--- src/rtl/seven_segment_scanner.sv ---
`default_nettype none
// ============================================================================
// Module   : seven_segment_scanner
// Brief    : Time-multiplexed common-anode 7-segment driver with leading-zero
//            suppression, hex mode, decimal points and anti-ghost blanking.
// Revision : 1.0 - initial release
// ============================================================================
module seven_segment_scanner #(
    parameter int NUM_DIGITS   = 4,
    parameter int REFRESH_DIV  = 100000,
    parameter int BLANK_CYCLES = 16
) (
    input  logic                    clk,
    input  logic                    reset,
    input  logic                    load,
    input  logic [4*NUM_DIGITS-1:0] digits_in,
    input  logic [NUM_DIGITS-1:0]   dp_in,
    input  logic                    hex_mode,
    input  logic                    lz_supp,
    input  logic                    enable,
    output logic [6:0]              segments,
    output logic                    dp,
    output logic [NUM_DIGITS-1:0]   anodes
);

    localparam int c_presc_w = (REFRESH_DIV > 1) ? $clog2(REFRESH_DIV) : 1;
    localparam int c_idx_w   = $clog2(NUM_DIGITS);

    localparam logic [c_presc_w-1:0] c_presc_last = c_presc_w'(REFRESH_DIV - 1);
    localparam logic [c_presc_w-1:0] c_blank      = c_presc_w'(BLANK_CYCLES);
    localparam logic [c_idx_w-1:0]   c_idx_last   = c_idx_w'(NUM_DIGITS - 1);

    logic [c_presc_w-1:0]    r_presc;
    logic [c_idx_w-1:0]      r_index;
    logic [4*NUM_DIGITS-1:0] r_digits;
    logic [NUM_DIGITS-1:0]   r_dp;

    logic [3:0]              w_cur;
    logic [NUM_DIGITS:0]     w_zchain;
    logic                    w_lz_blank;
    logic [NUM_DIGITS-1:0]   w_anode_sel;
    logic [6:0]              w_seg;

    function automatic logic [6:0] f_decode(input logic [3:0] code, input logic hex);
        logic [6:0] seg;
        case (code)
            4'h0: seg = 7'b0000001;
            4'h1: seg = 7'b1001111;
            4'h2: seg = 7'b0010010;
            4'h3: seg = 7'b0000110;
            4'h4: seg = 7'b1001100;
            4'h5: seg = 7'b0100100;
            4'h6: seg = 7'b0100000;
            4'h7: seg = 7'b0001111;
            4'h8: seg = 7'b0000000;
            4'h9: seg = 7'b0000100;
            4'hA: seg = 7'b0001000;
            4'hB: seg = 7'b1100000;
            4'hC: seg = 7'b0110001;
            4'hD: seg = 7'b1000010;
            4'hE: seg = 7'b0110000;
            default: seg = 7'b0111000;
        endcase
        if (!hex && code > 4'd9) begin
            seg = 7'b1111111;
        end
        return seg;
    endfunction

    // w_zchain[k] is high when every digit at or above k is zero with no dp lit
    assign w_zchain[NUM_DIGITS] = 1'b1;
    for (genvar k = 0; k < NUM_DIGITS; k++) begin : g_lz
        assign w_zchain[k] = w_zchain[k+1] & (r_digits[4*k +: 4] == 4'd0) & ~r_dp[k];
    end

    assign w_cur      = r_digits[{r_index, 2'b00} +: 4];
    assign w_lz_blank = lz_supp && (r_index != '0) && w_zchain[r_index];
    assign w_seg      = w_lz_blank ? 7'b1111111 : f_decode(w_cur, hex_mode);

    always_comb begin
        w_anode_sel          = '1;
        w_anode_sel[r_index] = 1'b0;
    end

    always_ff @(posedge clk or posedge reset) begin
        if (reset) begin
            r_presc  <= '0;
            r_index  <= '0;
            r_digits <= '0;
            r_dp     <= '0;
            segments <= 7'b1111111;
            dp       <= 1'b1;
            anodes   <= '1;
        end else begin
            if (r_presc == c_presc_last) begin
                r_presc <= '0;
                r_index <= (r_index == c_idx_last) ? '0 : r_index + 1'b1;
            end else begin
                r_presc <= r_presc + 1'b1;
            end
            if (load) begin
                r_digits <= digits_in;
                r_dp     <= dp_in;
            end
            // Segments keep decoding through the blank window so the anode is the only gate
            segments <= w_seg;
            dp       <= ~r_dp[r_index];
            anodes   <= (enable && r_presc >= c_blank) ? w_anode_sel : '1;
        end
    end

endmodule
`default_nettype wire
--- config.mk ---
export PLATFORM = sky130hd
export DESIGN_NAME = seven_segment_scanner
export DESIGN_NICKNAME = d
export VERILOG_FILES = /design/src/rtl/seven_segment_scanner.sv
export SDC_FILE = /design/constraint.sdc
export NUM_CORES = 1
export LEC_CHECK = 0
export ABC_AREA = 0
export ABC_CLOCK_PERIOD_IN_PS = 4800
export CELL_PAD_IN_SITES_DETAIL_PLACEMENT = 0
export CELL_PAD_IN_SITES_GLOBAL_PLACEMENT = 2
export CORE_MARGIN = 10
export CORE_UTILIZATION = 45
export CTS_BUF_LIST = sky130_fd_sc_hd__clkbuf_16
export DETAILED_ROUTE_END_ITERATION = 8
export DONT_BUFFER_PORTS = 1
export GPL_TIMING_DRIVEN = 0
export PLACE_DENSITY_LB_ADDON = 0.1
export SETUP_SLACK_MARGIN = 0.3
export SLEW_MARGIN = 40
export SYNTH_ARGS = -nofsm -noshare
export SYNTH_HDL_FRONTEND = slang
export SYNTH_SLANG_ARGS = --single-unit
--- constraint.sdc ---
create_clock -name clk -period 4.8 [get_ports clk]
set_clock_uncertainty 0.2 [all_clocks]
set_input_delay 0.72 -clock clk [delete_from_list [all_inputs] [get_ports clk]]
set_output_delay 0.72 -clock clk [all_outputs]
set_load 0.005 [all_outputs]
==> impl_results.md <==
- CP Launch Type: flip-flop
- Final WL: slightly above 5000 um
- Max rail drop VDD: around 0.22 mV
- Crit Path Max Fanout: 8
- DRC viols: 0
- Detailed-route via count: 1649
- Area leader, netlist: dfrtp_1
- Total Routing Usage GR: 0.1221
- TritonCTS Buffers: 5
- Vias per cell: between 5 and 6
- Area share of the largest cell type after synthesis: 0.3790
- Max_cap viols: 0
- Routing usage on met3: 0.04635
- Overflow after GRT: 0
- Reg2reg end: segments[5]$_DFF_PP1_
- Leak: around 0.0012 uW
- Final #Nets: between 200 and 300
- Sw frac: 0.2235
- Global route hottest layer: met2
- #FFs+latches synth: 51
- ANT cells: 0
- ANT nets after route: 0
- Post-Syn Area: between 2000 and 3000 sq um
- CTS Sinks: 51
- Initial core utilization: 0.4648
- Resize count post-CTS: 0
- First-pass GRT wire length: approximately 8600 um
- Routing usage on met2: 0.1795
- Reg power frac: 0.505
- Fin crit period: about 2.6 ns
- Die area: 9148 sq um
- Drt first pass iters: 4
- Crit Path Category: flip-flop to flip-flop
- Sequential-to-total area share from yosys stat: 0.5015
- Worst hold path class: input port to async pin
- Ports: 38
- FMAX: between 300 and 400 MHz
- Yosys cell types: 43
- Vias in the first global route: roughly 1.7k
- Outcome: complete, no violations
- Per-cell routed wire length: 17.44 um
- CTS Buffer Depth: 2
- Setup bufs post-CTS: 0
- Reg clk slew, reported paths: ~0.06 ns
- Tcrit/Tclk final: 0.5443
- YS warnings: 0
- P_int: ~760 uW
- Clock group share of total power: 0.395
- Worst Tran Pin Value: between 0.5 and 0.6 ns
- Fin. max-slew vios: 0
- Crit. End Element: flip-flop
- RSZ-0062 raised after global routing: no
- Largest net degree at the start of global routing: 31
- Utilization after layout: 0.5160
- Fraction of layout cells with a size suffix above 1: 0.2589
- Die height: around 96 um
- Initial antenna violation count: 0
- Switching pwr: around 220 uW
- Worst EP required: between 4 and 5 ns
- GP Congestion: slightly above 0.8
- Setup tns final: 0 ns
- Layout area overhead: 11.03%
- Clock latency on the worst-skew pair: between 0.2 and 0.3 ns
- Combinational Power Share: 0.100
- Register-to-register setup slack: about 2.2 ns
- Post-DP HPWL: between 4000 and 5000 um
- CTS Root Cell: clkbuf_16
- TritonCTS clock tree: built
- Relative slew slack: 0.6265
- Final hold vios: 0
- Worst path arrival time: between 2 and 3 ns
- Final setup fails: 0
- Commonest non-fill, non-tap cells in the layout: dfrtp_1, mux2_2, nor2_1
- Final Cell Area: between 2000 and 3000 sq um
- DP Area: about 2700 sq um
- GR Util met1: 0.1606
- Horiz. Die Dim: around 96 um
- Number of DRC markers in iteration 0: 71
- FF-to-FF path depth: 8
- Number of buffers added on ports: 0
- Synth top area cells: dfrtp_1, dfstp_2, mux2_2
- Synth Instances: 215
- Syn nets: ~250
- Critical R2R Launch: r_index[0]$_DFFE_PP0N_
- Hold_buf cts: 0
- Mapped Avg Cell Area: between 10 and 15 sq um
- Rows: 27
- Core Box Area: 5540 sq um
- H-tree levels: 2
- Most common cell after layout, fill and taps aside: dfrtp_1
- PD cells: approximately 340 nW/um^2
==> power by group through the flow <==
stage	sequential, uW	combinational, uW	clock, uW
global route	499	112	417
floorplan	493	81.1	0
global placement	502	94.9	0
CTS	496	99.4	396
detailed placement	503	99.4	0
finish	494	98.1	387
==> flip-flops by register name, indices dropped and copies added (netlist names) <==
signal	flops
r_index	2
anodes	4
segments	7
r_dp	4
r_digits	16
r_presc	17
dp	1
==> how the worst max path moves through the flow <==
stage | startpoint | endpoint | slack [ns] | depth (start not counted)
floorplan | r_index[0]$_DFFE_PP0N_ | segments[5]$_DFF_PP1_ | 2.44 | 8
detailed placement | r_index[0]$_DFFE_PP0N_ | segments[5]$_DFF_PP1_ | 2.20 | 8
global placement | r_index[0]$_DFFE_PP0N_ | segments[5]$_DFF_PP1_ | 2.21 | 8
global route | r_index[0]$_DFFE_PP0N_ | segments[5]$_DFF_PP1_ | 2.02 | 8
CTS | r_index[0]$_DFFE_PP0N_ | segments[5]$_DFF_PP1_ | 2.19 | 8
finish | r_index[0]$_DFFE_PP0N_ | segments[5]$_DFF_PP1_ | 2.19 | 8
==> synth_stat cells, drive strengths merged <==
library cell,instances
and4,1
o32ai,1
a311o,1
or3,1
dfrtp,39
a31oi,1
and3,2
nor2b,3
and2,2
or4,5
a211o,1
a21o,1
mux4,6
inv,11
nand2,16
nand2b,1
or2,1
mux2i,3
nand4,4
a221o,2
nor3,3
a211oi,1
o21ai,7
nor3b,1
nor4,3
o22ai,1
xnor2,6
xor2,11
nor2,17
a21oi,4
nand3,8
clkbuf,2
o41ai,1
mux2,20
o41a,1
dfstp,12
ha,12
buf,3
==> worst max-delay path, stage by stage, from the launching register on <==
cell,delay (ns)
dfrtp_1,0.37
buf_2,0.23
mux4_2,0.62
inv_1,0.15
ha_1,0.25
nor2_1,0.07
nor2_1,0.11
o32ai_2,0.14
a311o_2,0.38
==> metrics by stage <==
stage	worst slack (ns)	hold slack, ns	power, uW	instances
floorplan	2.435	0.2467	573.6	215
global placement	2.209	0.2611	596.7	287
detailed placement	2.196	0.2794	602.9	288
CTS	2.193	0.05440	991.5	296
global route	2.015	0.06015	1028	296
finish	2.187	0.04841	980.1	296
==> kinds of logic after synthesis <==
| family | count (synthesis) | share of synthesized area |
|---|---|---|
| AOI/OAI and AO/OA | 22 | 0.06560 |
| and+or+nand+nor | 68 | 0.1370 |
| muxes | 29 | 0.1516 |
| DFF | 51 | 0.5015 |
| buffers and inverters | 16 | 0.02818 |
| adders and majority gates | 12 | 0.05831 |
| xor gates and xnor gates | 17 | 0.05782 |
==> layout make-up <==
cell class	instances	area, sq um
fill	485	2681
sequential	51	1291
multi-input combinational	148	1220
clock buffer	5	125.1
tap	72	90.09
inverter	11	43.79
clock inverter	3	37.54
buffer	5	31.28
timing repair buffer	1	20.02
==> per-layer routing <==
layer / vias to the layer above / share of wire
li1: 778 / -
met1: 825 / 0.48
met2: 40 / 0.44
met3: 6 / 0.071
met4: 0 / 0.014
met5: - / 0
(Power assumes the default switching activity.)
